<file path="config.mk">
export PLATFORM = sky130hd
export DESIGN_NAME = pyhdl_if_req_rsp_bridge
export DESIGN_NICKNAME = d
export VERILOG_FILES = /design/src/rtl/pyhdl_if_req_rsp_bridge.sv
export SDC_FILE = /design/constraint.sdc
export NUM_CORES = 1
export LEC_CHECK = 0
export ABC_AREA = 1
export CAP_MARGIN = 20
export CORE_MARGIN = 2
export CORE_UTILIZATION = 30
export CTS_CLUSTER_DIAMETER = 60
export DETAILED_ROUTE_END_ITERATION = 10
export GPL_ROUTABILITY_DRIVEN = 0
export PLACE_DENSITY_LB_ADDON = 0.05
export SLEW_MARGIN = 0
export SYNTH_ARGS = -nofsm -noshare
export SYNTH_HDL_FRONTEND = slang
export SYNTH_SLANG_ARGS = --single-unit
</file>
<file path="constraint.sdc">
create_clock -name clock -period 3.8 [get_ports clock]
set_input_delay 0.76 -clock clock [delete_from_list [all_inputs] [get_ports clock]]
set_output_delay 0.76 -clock clock [all_outputs]
set_load 0.03 [all_outputs]
</file>
<file path="src/rtl/pyhdl_if_req_rsp_bridge.sv">
// Bridges a DUT req/rsp port to the Python pyhdl_if task API through two FIFOs.
// Optional statistics outputs are enabled by defining PYHDL_IF_REQ_RSP_BRIDGE_STATS_EN.
module pyhdl_if_req_rsp_bridge #(
  parameter int REQ_W           = 32,
  parameter int RSP_W           = 32,
  parameter int DEPTH           = 4,
  parameter int MAX_OUTSTANDING = 8
) (
  input  logic             clock,
  input  logic             reset,
  input  logic             req_valid,
  output logic             req_ready,
  input  logic [REQ_W-1:0] req_data,
  output logic             rsp_valid,
  input  logic             rsp_ready,
  output logic [RSP_W-1:0] rsp_data,
  output logic             py_req_avail,
  output logic [REQ_W-1:0] py_req_data,
  input  logic             py_req_pop,
  input  logic             py_rsp_push,
  input  logic [RSP_W-1:0] py_rsp_data,
  output logic             py_rsp_space,
  output logic [7:0]       outstanding,
  output logic [1:0]       err
`ifdef PYHDL_IF_REQ_RSP_BRIDGE_STATS_EN
  ,
  output logic [31:0]      stat_req_cnt,
  output logic [31:0]      stat_rsp_cnt,
  output logic [7:0]       stat_max_outstanding
`endif
);

  localparam int AW = $clog2(DEPTH);

  logic [REQ_W-1:0] req_mem_q [DEPTH];
  logic [RSP_W-1:0] rsp_mem_q [DEPTH];
  logic [AW:0]      req_wr_q, req_rd_q, rsp_wr_q, rsp_rd_q;
  logic [7:0]       out_q, out_d, pend_q, pend_d;
  logic [1:0]       err_q, err_d;

  logic req_empty, req_full, rsp_empty, rsp_full;
  logic req_hs, req_pop, rsp_hs, rsp_push_ok;

  // Extra pointer MSB differs only when the writer has lapped the reader.
  assign req_empty = (req_wr_q == req_rd_q);
  assign req_full  = (req_wr_q[AW] != req_rd_q[AW]) && (req_wr_q[AW-1:0] == req_rd_q[AW-1:0]);
  assign rsp_empty = (rsp_wr_q == rsp_rd_q);
  assign rsp_full  = (rsp_wr_q[AW] != rsp_rd_q[AW]) && (rsp_wr_q[AW-1:0] == rsp_rd_q[AW-1:0]);

  assign req_ready    = !req_full && (out_q < 8'(MAX_OUTSTANDING)) && !reset;
  assign req_hs       = req_valid && req_ready;
  assign req_pop      = py_req_pop && !req_empty;
  assign rsp_hs       = rsp_valid && rsp_ready;
  assign rsp_push_ok  = py_rsp_push && (pend_q != 8'd0) && !rsp_full;

  assign py_req_avail = !req_empty;
  assign py_req_data  = req_empty ? '0 : req_mem_q[req_rd_q[AW-1:0]];
  assign rsp_valid    = !rsp_empty;
  assign rsp_data     = rsp_empty ? '0 : rsp_mem_q[rsp_rd_q[AW-1:0]];
  assign py_rsp_space = !rsp_full;
  assign outstanding  = out_q;
  assign err          = err_q;

  always_comb begin
    out_d = out_q;
    if (req_hs && !rsp_hs)
      out_d = out_q + 8'd1;
    else if (!req_hs && rsp_hs)
      out_d = out_q - 8'd1;

    pend_d = pend_q;
    if (req_pop && !rsp_push_ok)
      pend_d = pend_q + 8'd1;
    else if (!req_pop && rsp_push_ok)
      pend_d = pend_q - 8'd1;

    // Zero check uses the pre-cycle pending count.
    err_d = err_q | {py_rsp_push && (pend_q != 8'd0) && rsp_full,
                     py_rsp_push && (pend_q == 8'd0)};
  end

  always_ff @(posedge clock) begin
    if (req_hs)
      req_mem_q[req_wr_q[AW-1:0]] <= req_data;
    if (rsp_push_ok)
      rsp_mem_q[rsp_wr_q[AW-1:0]] <= py_rsp_data;
  end

  always_ff @(posedge clock) begin
    if (reset) begin
      req_wr_q <= '0;
      req_rd_q <= '0;
      rsp_wr_q <= '0;
      rsp_rd_q <= '0;
      out_q    <= '0;
      pend_q   <= '0;
      err_q    <= '0;
    end else begin
      if (req_hs)      req_wr_q <= req_wr_q + 1'b1;
      if (req_pop)     req_rd_q <= req_rd_q + 1'b1;
      if (rsp_push_ok) rsp_wr_q <= rsp_wr_q + 1'b1;
      if (rsp_hs)      rsp_rd_q <= rsp_rd_q + 1'b1;
      out_q  <= out_d;
      pend_q <= pend_d;
      err_q  <= err_d;
    end
  end

`ifdef PYHDL_IF_REQ_RSP_BRIDGE_STATS_EN
  logic [31:0] stat_req_q, stat_rsp_q;
  logic [7:0]  stat_max_q;

  always_ff @(posedge clock) begin
    if (reset) begin
      stat_req_q <= '0;
      stat_rsp_q <= '0;
      stat_max_q <= '0;
    end else begin
      if (req_hs)             stat_req_q <= stat_req_q + 32'd1;
      if (rsp_hs)             stat_rsp_q <= stat_rsp_q + 32'd1;
      if (out_d > stat_max_q) stat_max_q <= out_d;
    end
  end

  assign stat_req_cnt         = stat_req_q;
  assign stat_rsp_cnt         = stat_rsp_q;
  assign stat_max_outstanding = stat_max_q;
`endif

endmodule
</file>
Word-level counts from Yosys, hierarchy flattened
Memory sizes are Yosys's and may differ from the RTL's. A register that Yosys moved wholly into a read port is not among the register bits.
Index checks and enable logic that the tools add are counted.
Widths: inputs -> output; s select.
{ "classes": {"eq_ne": 6, "n_reduce_logical": 28, "muxes": 14, "n_addsub": 8, "bitwise": 1, "magnitude_cmp": 1} }
{ "op_table": {"columns": ["op", "count"], "rows": [
  ["$mux 32", 2],
  ["$mux 8", 4],
  ["$add 8x1->8 const B", 2],
  ["$sub 8x1->8 const B", 2],
  ["$logic_and 1x1->1", 15],
  ["$add 3x1->3 const B", 4],
  ["$logic_not 1->1", 9],
  ["$logic_not 8->1", 1],
  ["$lt 8x4->1 const B", 1],
  ["$mux 2", 4],
  ["$reduce_bool 8->1", 1],
  ["$eq 3x3->1", 2],
  ["$eq 2x2->1", 2],
  ["$mux 1", 4],
  ["$reduce_bool 2->1", 2],
  ["$ne 1x1->1", 2],
  ["$or 2x2->2", 1]
]} }
{ "totals": {"output_inout_bits": 78, "ram_bits": 256, "ff_bits": 30, "inputBits": 70, "wordCells": 67, "mem_count": 2} }
{ "mem_list": {"columns": ["name", "words", "width", "rd", "rd_clocked_by_memory_dff", "wr", "line_no", "source"], "rows": [
  ["req_mem_q", 4, 32, 1, 1, 1, "35", "logic [REQ_W-1:0] req_mem_q [DEPTH];"],
  ["rsp_mem_q", 4, 32, 1, 1, 1, "36", "logic [RSP_W-1:0] rsp_mem_q [DEPTH];"]
]} }

Longest topological paths before layout
Gate-level depths: netlist (run 1).
{ "depth": {"depth_word": 10, "mapped_depth": 18, "depth_no_buf": 18} }

Worst setup path after synthesis (run 1)
No wires, ideal clock.
{ "synth_timing": {"kind": "in2reg", "startpoint": "in py_rsp_push", "endpoint": "mem rsp_mem_q[0][0] (enable)", "t_required_ns": 3.379, "setup_ns": 0.421, "n_path_buf": 0, "arrival_ns": 2.559, "cell_stages": 4, "setup_slack_ns": 0.820, "path_cell_list": "inv_1 nor2_1 nand2_4 nor2_1"} }
{ "synth_between": {"elab_chain_len": 4} }
{ "synth_lines": {"columns": ["element", "line_no", "source"], "rows": [
  ["start, declared", "20", "input logic py_rsp_push,"],
  ["$logic_and 1x1->1 (2 in a row)", "54", "assign rsp_push_ok = py_rsp_push && (pend_q != 8'd0) && !rsp_full;"],
  ["$mux 1", "85", "if (rsp_push_ok)"],
  ["$mux 1 (not written as such)", "86", "rsp_mem_q[rsp_wr_q[AW-1:0]] <= py_rsp_data;"],
  ["end, declared", "36", null]
]} }
No other way between the ends.

Worst setup path after layout (run 1)
{ "layout_timing": {"startpoint": "reg rsp_wr_q[1]", "endpoint": "out rsp_data[2]"} }
{ "layout_between": {"elab_chain_len": 2} }
{ "layout_lines": {"columns": ["element", "line_no", "source"], "rows": [
  ["start, declared", "37", "logic [AW:0] req_wr_q, req_rd_q, rsp_wr_q, rsp_rd_q;"],
  ["start signal, assigned", "101", "if (rsp_push_ok) rsp_wr_q <= rsp_wr_q + 1'b1;"],
  ["$eq 3x3->1", "47", "assign rsp_empty = (rsp_wr_q == rsp_rd_q);"],
  ["$mux 32", "59", "assign rsp_data = rsp_empty ? '0 : rsp_mem_q[rsp_rd_q[AW-1:0]];"],
  ["end, declared", "16", "output logic [RSP_W-1:0] rsp_data,"]
]} }
No other way between the ends.

==> run metrics, run 1 <==
GR Overflow Total 0; reg-to-reg startpoint req_wr_q[0]; commonest cells after routing, fill and taps aside edfxtp_1, clkdlybuf4s50_1, nand2_1; flip-flop and latch area roughly 8400 um^2; clk slew on worst S/H paths around 0.060 ns; # fillers 3997; Lkg Pwr 5.950 nW; first-pass GRT wire length 45010 um; post-synth top area share roughly 62%; die width 207.1 um; largest net degree at the start of global routing 65; Mapped Nets 1129; Seq/Total Area, Yosys roughly two thirds; worst-path maximum fanout 28; DRC 0; Pre-antenna DRT Iters 4; commonest non-fill, non-tap cell in the layout edfxtp_1; CTS tree done; post-synthesis instance total 1033; final WL ~29000 um; Hold EP err[1]; Unique masters post-synth 34; FF-to-FF path depth 16; Die Y about 210 um; CP Launch Type flip-flop; DRT antenna net count 0; WP data required just over 3 ns; Worst Skew 0.01540 ns; Worst-Margin Slew 0.5664 ns; Cell Area, Synth 12370 um^2; CTS Sinks just under 300; unrepaired setup endpoints after global routing false; CP Class flip-flop to primary output; top post-synthesis cells by area edfxtp_1, dfxtp_1, mux2i_1; max-cap viol count 0; period utilisation layout about nine tenths; Worst path most repeated cell nand2_1; I/O pins 148; Max Slew Vio Count 0; post-synthesis register bit count 290; Starting Density between 30% and 40%; number of CTS-inserted buffers 36; clock buffer depth 3; Worst slew margin between 60 and 70%; Die ar. ~43000 um^2; CP max stage delay around 0.66 ns; mean area per synthesized cell roughly 12 um^2; PostCTS Resize Cnt 0; Finish-stage setup viols 0; Clock Latency Late Sink between 0.5 and 0.6 ns; P per Cell Area approximately 830 nW/um^2; Worst Hold Class flip-flop to flip-flop; Area growth syn-to-layout 26.62%; hpwl dp 17020 um; root buf cell clkbuf_16; Arrival @ worst endpoint 2.72 ns; initial antenna violation count 1; I/O Buffers 147; core area 40740 um^2; YS warnings 0; multi-input logic area between 3000 and 4000 um^2; ant diodes 0; status finished clean; DR vias between 7000 and 8000; Worst Setup End Kind primary output; # nets final 1293; Final Hold Fails 0; min-delay src err[1]; worst reg2reg endpoint pend_q[7]; hold depth 2; Via density approximately 4.5; R2R setup slack roughly 0.8 ns; worst vdd ir about 400 uV; First DRT Iteration DRCs between 400 and 500; vias in the first global route just under 8000; DR WL/cell 16.49 um; cell taking the most area after synthesis edfxtp_1; hold_buf cts 0; H-tree depth 2; crit-path cells inv_1, nand2_1, nand2_1, nand3_4, buf_4, nand2_1, inv_1, clkdlybuf4s50_1; Max Fclk between 0.2 and 0.3 GHz; Period minus WS final approximately 3.5 ns; setup_tns 0 ns; GRT Resource Usage Total between 10 and 15%; slowest CP cell clkdlybuf4s50_1; Post-CTS Setup Bufs 0; row count 74; Core Util, Final 38.46%; share of layout cells above drive strength 1 about 7.9%
==> cells in the mapped netlist <==
cell type  number
nor2_4          1
buf_2           5
a21oi_1        16
inv_2           2
xnor2_2         1
nand3_2         1
buf_6           1
nand2_4         2
o22ai_1        64
ha_1           24
nor2_2          2
xnor2_1         2
nand2_1       144
mux2i_1        64
edfxtp_1      256
o21ai_0        71
buf_4          16
xor2_1         10
clkinv_1        1
nand3_4         3
buf_1           3
nor2_1        121
clkbuf_2        4
o211ai_1        2
or2_1           1
inv_1         128
nand2b_1        1
clkbuf_1       15
or2_2           2
nand4_1         4
fa_1            2
nand3_1        25
nand3b_1        5
dfxtp_1        34
==> worst max-delay path: cells and delay by family, from the launching register on <==
kind                   cells  cell delay [ns]
AND/OR/NAND/NOR            4             0.65
flip-flops                 1             0.40
buffers and inverters      4             1.10
==> area by class of cell <==
class | instances | share of cell area (%)
Sequential cell | 290 | 53.45
Multi-Input combinational cell | 568 | 21.25
Timing Repair Buffer | 170 | 10.81
Clock buffer | 47 | 6.341
Tap cell | 532 | 4.249
Inverter | 131 | 3.139
Clock inverter | 17 | 0.7587
==> metal layers <==
layer	wire length (um)	vias to the layer above	global-route usage [%]
met5	9	-	0
met4	529	2	3.916
met3	1211	40	3.169
met2	13170	129	21.08
met1	14020	3738	18.72
li1	-	3916	-
==> kinds of logic after synthesis <==
family / Yosys count / synth area share [%]
AO/OA/AOI/OAI: 153 / 6.876
XOR/XNOR: 13 / 0.9809
multiplexers: 64 / 5.177
AND/OR/NAND/NOR: 312 / 10.64
flip-flops: 290 / 67.63
adder cells (fa/ha/maj): 26 / 2.751
buffers and inverters: 175 / 5.946
==> stage by stage <==
stage	worst slack, ns	cell area (um^2)	total power, mW	std cells	hold slack (ns)
after floorplan	0.8202	12370	7.903	1033	0.4767
after global placement	0.4663	14550	10.00	1691	0.4497
after detailed placement	0.4333	14550	9.998	1691	0.4501
after CTS	0.2341	15670	13.31	1755	0.4605
after global routing	0.09698	15670	13.93	1755	0.4870
final	0.3203	15670	13.03	1755	0.4549
==> report_power, final <==
part / total, mW / switching (mW) / internal, mW
clock network: 3.22 / 1.31 / 1.91
registers: 4.06 / 0.204 / 3.86
logic: 5.75 / 3.61 / 2.14
total: 13.0 / 5.12 / 7.91
==> registers in the layout (all words and copies together), names as in the netlist, named ones only <==
name,count
req_wr_q,3
rsp_mem_q,128
rsp_wr_q,3
req_rd_q,3
outstanding,8
pend_q,8
rsp_rd_q,3
req_mem_q,128
err,2
==> how the worst max path moves through the flow <==
| stage | cells past startpoint | endpoint | from | slack, ns |
|---|---|---|---|---|
| 2_1_floorplan | 4 | rsp_mem_q[0][0] | py_rsp_push | 0.82 |
| 3_3_place_gp | 16 | outstanding[7] | reset | 0.47 |
| 3_5_place_dp | 16 | outstanding[7] | reset | 0.43 |
| 4_1_cts | 8 | rsp_data[2] | rsp_wr_q[1] | 0.23 |
| 5_1_grt | 6 | rsp_data[15] | flip-flop | 0.1 |
| 6_report | 8 | rsp_data[2] | rsp_wr_q[1] | 0.32 |
Note: power is estimated with default switching activity, not from simulation.
==> inputs of run 2 (changes only) <==
--- a/config.mk
+++ b/config.mk
@@ -7,12 +7,13 @@
 export LEC_CHECK = 0
 export ABC_AREA = 1
 export CAP_MARGIN = 20
-export CORE_MARGIN = 2
+export CORE_MARGIN = 4
 export CORE_UTILIZATION = 30
 export CTS_CLUSTER_DIAMETER = 60
 export DETAILED_ROUTE_END_ITERATION = 10
 export GPL_ROUTABILITY_DRIVEN = 0
 export PLACE_DENSITY_LB_ADDON = 0.05
+export SETUP_SLACK_MARGIN = 0.02
 export SLEW_MARGIN = 0
 export SYNTH_ARGS = -nofsm -noshare
 export SYNTH_HDL_FRONTEND = slang
==> run metrics, run 2 (same netlist as run 1, synthesis figures left out) <==
DR vias 7808 (-0.22%); clock buffer depth 3 (unchanged); status finished clean; FF-to-FF path depth 15 (-1); GR Overflow Total 0 (unchanged); Worst Skew 0.02820 ns (+0.01280 ns); Gate power share 44.2% (about the same); Core Util, Final 38.44% (about the same); CP Launch Type flip-flop; Fin Hold WS 0.4572 ns (+0.002288 ns); I/O Buffers 147 (unchanged); final WL 29170 um (+0.82%); H-tree depth 2 (unchanged); First DRT Iteration DRCs 406 (-4.2%); DR WL/cell 16.68 um (+1.2%); crit-path leading delay family simple AND/OR/NAND/NOR gates; ant diodes 0 (unchanged); I/O pins 148 (unchanged); Area growth syn-to-layout 26.87%; # nets final 1288 (-0.39%); clk slew on worst S/H paths 0.06 ns (about the same); DRC 0 (unchanged); Final Hold Fails 0 (unchanged); Worst Setup End Kind primary output; Die Y 211.1 um (+1.9%); Clock Latency Late Sink 0.53 ns (about the same); worst-path maximum fanout 37 (+32%); Via density 4.464 (+0.13%); period utilisation layout 91.19% (-0.38 points); Worst Hold Class flip-flop to flip-flop; initial antenna violation count 1 (unchanged); DRT antenna net count 0 (unchanged); hpwl dp 17220 um (+1.2%); Worst-Margin Slew 0.6140 ns (+0.04758 ns); WP data required 3.04 ns (about the same); setup_tns 0 ns (unchanged); worst vdd ir 357.4 uV (-11%); GRT Resource Usage Total 13.16% (-0.34 points); share of layout cells above drive strength 1 7.642% (-0.29 points); commonest non-fill, non-tap cell in the layout edfxtp_1; P per Cell Area 833.1 nW/um^2 (+0.14%); Arrival @ worst endpoint 2.71 ns (about the same); core area 40830 um^2 (+0.23%); sw power 5.130 mW (+0.10%); P_int 7.948 mW (+0.49%); Period minus WS final 3.465 ns (-0.01461 ns); Sw Share 39.22% (-0.092 points); Die ar. 44560 um^2 (+3.9%); die width 211.1 um (+1.9%); WP buf/inv 3 (-1); pre-CTS setup slack 0.4300 ns (-0.003280 ns); Starting Density 30.30% (-0.069 points); root buf cell clkbuf_16; CP Class flip-flop to primary output; Max Slew Vio Count 0 (unchanged); Pre-antenna DRT Iters 5 (+1); # fillers 3976 (-0.53%); clock group share of total power 25.0% (+0.3 points); PostCTS Resize Cnt 0 (unchanged); CTS Sinks 290 (unchanged); CTS tree done; commonest cells after routing, fill and taps aside edfxtp_1, clkdlybuf4s50_1, nand2_1; min-delay src err[1]; hold depth 2 (unchanged); Post-CTS Setup Bufs 0 (unchanged); Lkg Pwr 5.947 nW (about the same); R2R setup slack 0.77 ns (-0.03 ns); Finish-stage setup viols 0 (unchanged); reg-to-reg startpoint rsp_wr_q[1]; Hold EP err[1]; final worst setup slack 0.3349 ns (+0.01461 ns); Worst slew margin 59.07% (-3.2 points); largest net degree at the start of global routing 65 (unchanged); vias in the first global route 7849 (+0.60%); worst reg2reg endpoint outstanding[5]; first-pass GRT wire length 45670 um (+1.5%); unrepaired setup endpoints after global routing false; crit-path cells inv_1, nand2_1, nand2_1, nand3_4, nand2_1, inv_1, clkdlybuf4s50_1; hold_buf cts 0 (unchanged); CP max stage delay 0.60 ns (-0.06 ns); slowest CP cell clkdlybuf4s50_1; number of CTS-inserted buffers 36 (unchanged); row count 74 (unchanged); Max Fclk 0.2886 GHz (+0.42%); max-cap viol count 0 (unchanged); Worst path most repeated cell nand2_1; Reg power frac 30.9% (-0.3 points)
## run 2: cell count changes in the layout (fill, tap and decap cells not counted), sizes merged
cell      change
clkinvlp      +1
clkbuf        -1
inv           -2
buf           -5
bufinv        +1
## run 2: worst max-delay path by stage
stage | from | endpoint | slack, ns | depth (start not counted)
floorplan | py_rsp_push | rsp_mem_q[0][0] | 0.82 | 4
global placement | reset | outstanding[5] | 0.44 | 16
detailed placement | reset | outstanding[7] | 0.43 | 16
CTS | rsp_wr_q[1] | rsp_data[25] | 0.22 | 7
global route | rsp_wr_q[1] | rsp_data[5] | 0.07 | 7
finish | rsp_wr_q[1] | rsp_data[25] | 0.33 | 7
## run 2: power by group through the flow
stage,Combinational [mW],Clock [mW],Sequential [mW]
2_1_floorplan,3.76,0,4.14
3_3_place_gp,5.92,0,4.11
3_5_place_dp,5.91,0,4.11
4_1_cts,5.93,3.40,4.04
5_1_grt,6.43,3.53,4.07
6_report,5.78,3.26,4.03
## run 2: area by class of cell
| type | count | area [um^2] | area share, % |
|---|---|---|---|
| flip-flops and latches | 290 | 8373 | 53.34 |
| multi-input cells | 568 | 3329 | 21.21 |
| repair buffers | 165 | 1707 | 10.87 |
| clock buffers | 46 | 980.9 | 6.249 |
| well taps | 532 | 665.6 | 4.240 |
| inverters | 131 | 491.7 | 3.132 |
| clock inverters | 17 | 150.1 | 0.9565 |
## run 2: layer usage
metal  track usage, %  share of wire [%]  up-vias
met5                0              0.038        -
met4            3.421                1.8        2
met3            3.030                4.7       42
met2            20.79                 46      135
met1            18.43                 48     3731
li1                 -                  -     3898
## run 2: worst reg2reg max path: cells and delay by family, from the launching register on
kind | cells | cell delay, ns
buf+inv | 3 | 0.31
simple gates | 10 | 1.70
fa+ha+maj | 2 | 0.55
flops | 1 | 0.35
## run 2: metrics by stage
stage	cell area, um^2	instances	power [mW]
6_report	15700	1749	13.08
5_1_grt	15700	1749	14.04
4_1_cts	15700	1749	13.37
3_5_place_dp	14570	1686	10.02
3_3_place_gp	14570	1686	10.03
2_1_floorplan	12370	1033	7.903
==> inputs of run 3 (changes only) <==
--- a/config.mk
+++ b/config.mk
@@ -11,6 +11,7 @@
 export CORE_UTILIZATION = 30
 export CTS_CLUSTER_DIAMETER = 60
 export DETAILED_ROUTE_END_ITERATION = 10
+export DONT_BUFFER_PORTS = 1
 export GPL_ROUTABILITY_DRIVEN = 0
 export PLACE_DENSITY_LB_ADDON = 0.05
 export SETUP_SLACK_MARGIN = 0.02
==> run metrics, run 3 (same netlist as run 1, synthesis figures left out) <==
largest net degree at the start of global routing 47 (-28%); number of CTS-inserted buffers 37 (+2.8%); core area 40830 um^2 (unchanged); max-cap viol count 0 (unchanged); Worst path most repeated cell nand2_1; root buf cell clkbuf_16; CTS tree done; hold_buf cts 0 (unchanged); clk slew on worst S/H paths 0.05 ns (about the same); commonest non-fill, non-tap cell in the layout edfxtp_1; clock buffer depth 3 (unchanged); Starting Density 30.30% (unchanged); GRT Resource Usage Total 12.75% (-0.41 points); I/O pins 148 (unchanged); first-pass GRT wire length 43670 um (-4.4%); Area growth syn-to-layout 14.68%; hpwl dp 17200 um (-0.13%); crit-path leading delay family buffers and inverters; Finish-stage setup viols 0 (unchanged); WP data required 3.04 ns (about the same); WP buf/inv 3 (unchanged); Post-CTS Setup Bufs 0 (unchanged); crit-path cells inv_1, nand2_1, nand2_1, nand3_4, buf_4, nand2_1, inv_1; Worst slew margin 57.79% (-1.3 points); Max Slew Vio Count 0 (unchanged); Lkg Pwr 5.405 nW (-9.1%); GR Overflow Total 0 (unchanged); First DRT Iteration DRCs 362 (-11%); unrepaired setup endpoints after global routing false; commonest cells after routing, fill and taps aside edfxtp_1, nand2_1, inv_1; Max Fclk 0.3232 GHz (+12%); DR vias 7353 (-5.8%); worst-path maximum fanout 36 (-2.7%); # nets final 1145 (-11%); period utilisation layout 81.42% (-9.8 points); row count 74 (unchanged); DR WL/cell 17.90 um (+7.3%); Clock Latency Late Sink 0.53 ns (about the same); final WL 28740 um (-1.5%); Via density 4.578 (+2.6%); CP Class flip-flop to primary output; Period minus WS final 3.094 ns (-0.3711 ns); DRC 0 (unchanged); die width 211.1 um (unchanged); Worst Setup End Kind primary output; H-tree depth 2 (unchanged); vias in the first global route 7235 (-7.8%); Worst-Margin Slew 0.6316 ns (+0.01763 ns); CP max stage delay 0.49 ns (-0.11 ns); I/O Buffers 0 (-100%); share of layout cells above drive strength 1 9.125% (+1.5 points); Worst Hold Class primary input to flip-flop; P per Cell Area 843.8 nW/um^2 (+1.3%); CP Launch Type flip-flop; Die ar. 44560 um^2 (unchanged); PostCTS Resize Cnt 0 (unchanged); Die Y 211.1 um (unchanged); Final Hold Fails 0 (unchanged); initial antenna violation count 0 (-1); # fillers 4077 (+2.5%); Pre-antenna DRT Iters 5 (unchanged); slowest CP cell buf_4; non-filler cells, final 1606 (-8.2%); ant diodes 0 (unchanged); DRT antenna net count 0 (unchanged); setup_tns 0 ns (unchanged); CTS Sinks 290 (unchanged); worst vdd ir 496.0 uV (+39%); placed instance count 1542 (-8.5%); Arrival @ worst endpoint 2.33 ns (-0.38 ns); status finished clean; Worst Skew 0.01631 ns (-0.01190 ns)
run 3: where the power goes:
group | internal [mW] | switching [mW]
Combinational | 1.22 | 3.36
Clock | 1.93 | 1.28
Sequential | 3.86 | 0.315
Total | 7.01 | 4.96
run 3: metal layers:
metal / vias up / wire length, um / share of wire (%) / track usage [%]
li1: 3628 / - / - / -
met2: 126 / 13300 / 46 / 20.03
met3: 43 / 1760 / 6.1 / 3.951
met5: - / 0 / 0 / 0
met4: 0 / 570 / 2.0 / 3.711
met1: 3556 / 13110 / 46 / 17.10
run 3: cell type report:
type	instances	area [um^2]	area share [%]
Clock buffer	45	998.5	7.036
Clock inverter	19	123.9	0.8729
Inverter	131	491.7	3.465
Multi-Input combinational cell	568	3329	23.46
Sequential cell	290	8373	59.01
Tap cell	532	665.6	4.691
Timing Repair Buffer	21	207.7	1.464
run 3: through the flow:
step	worst slack [ns]	instance area, um^2	power [mW]	hold WS [ns]	utilization, %
3_5_place_dp	0.8420	13070	8.968	0.4977	32.00
4_1_cts	0.5924	14190	12.29	0.2502	34.75
3_3_place_gp	0.8940	13070	8.973	0.4950	32.00
6_report	0.7060	14190	11.97	0.3014	34.75
2_1_floorplan	0.8202	12370	7.903	0.4767	-
5_1_grt	0.4814	14190	12.86	0.2627	34.75
run 3: worst reg2reg max path, delay by kind of cell, from the launching register on:
kind / cells / cell delay (ns)
simple gates: 9 / 1.39
fa+ha+maj: 2 / 0.53
buf+inv: 3 / 0.29
flops: 1 / 0.45
run 3: path summary, 6_finish.rpt:
check	from	endpoint	slack, ns	cells past startpoint
worst max-delay path	rsp_wr_q[1]	rsp_data[7]	0.71	7
worst min-delay path	reset	rsp_rd_q[2]	0.30	1
worst max register to register	outstanding[7]	outstanding[5]	1.04	14
worst min register to register	req_rd_q[2]	req_rd_q[2]	0.50	2
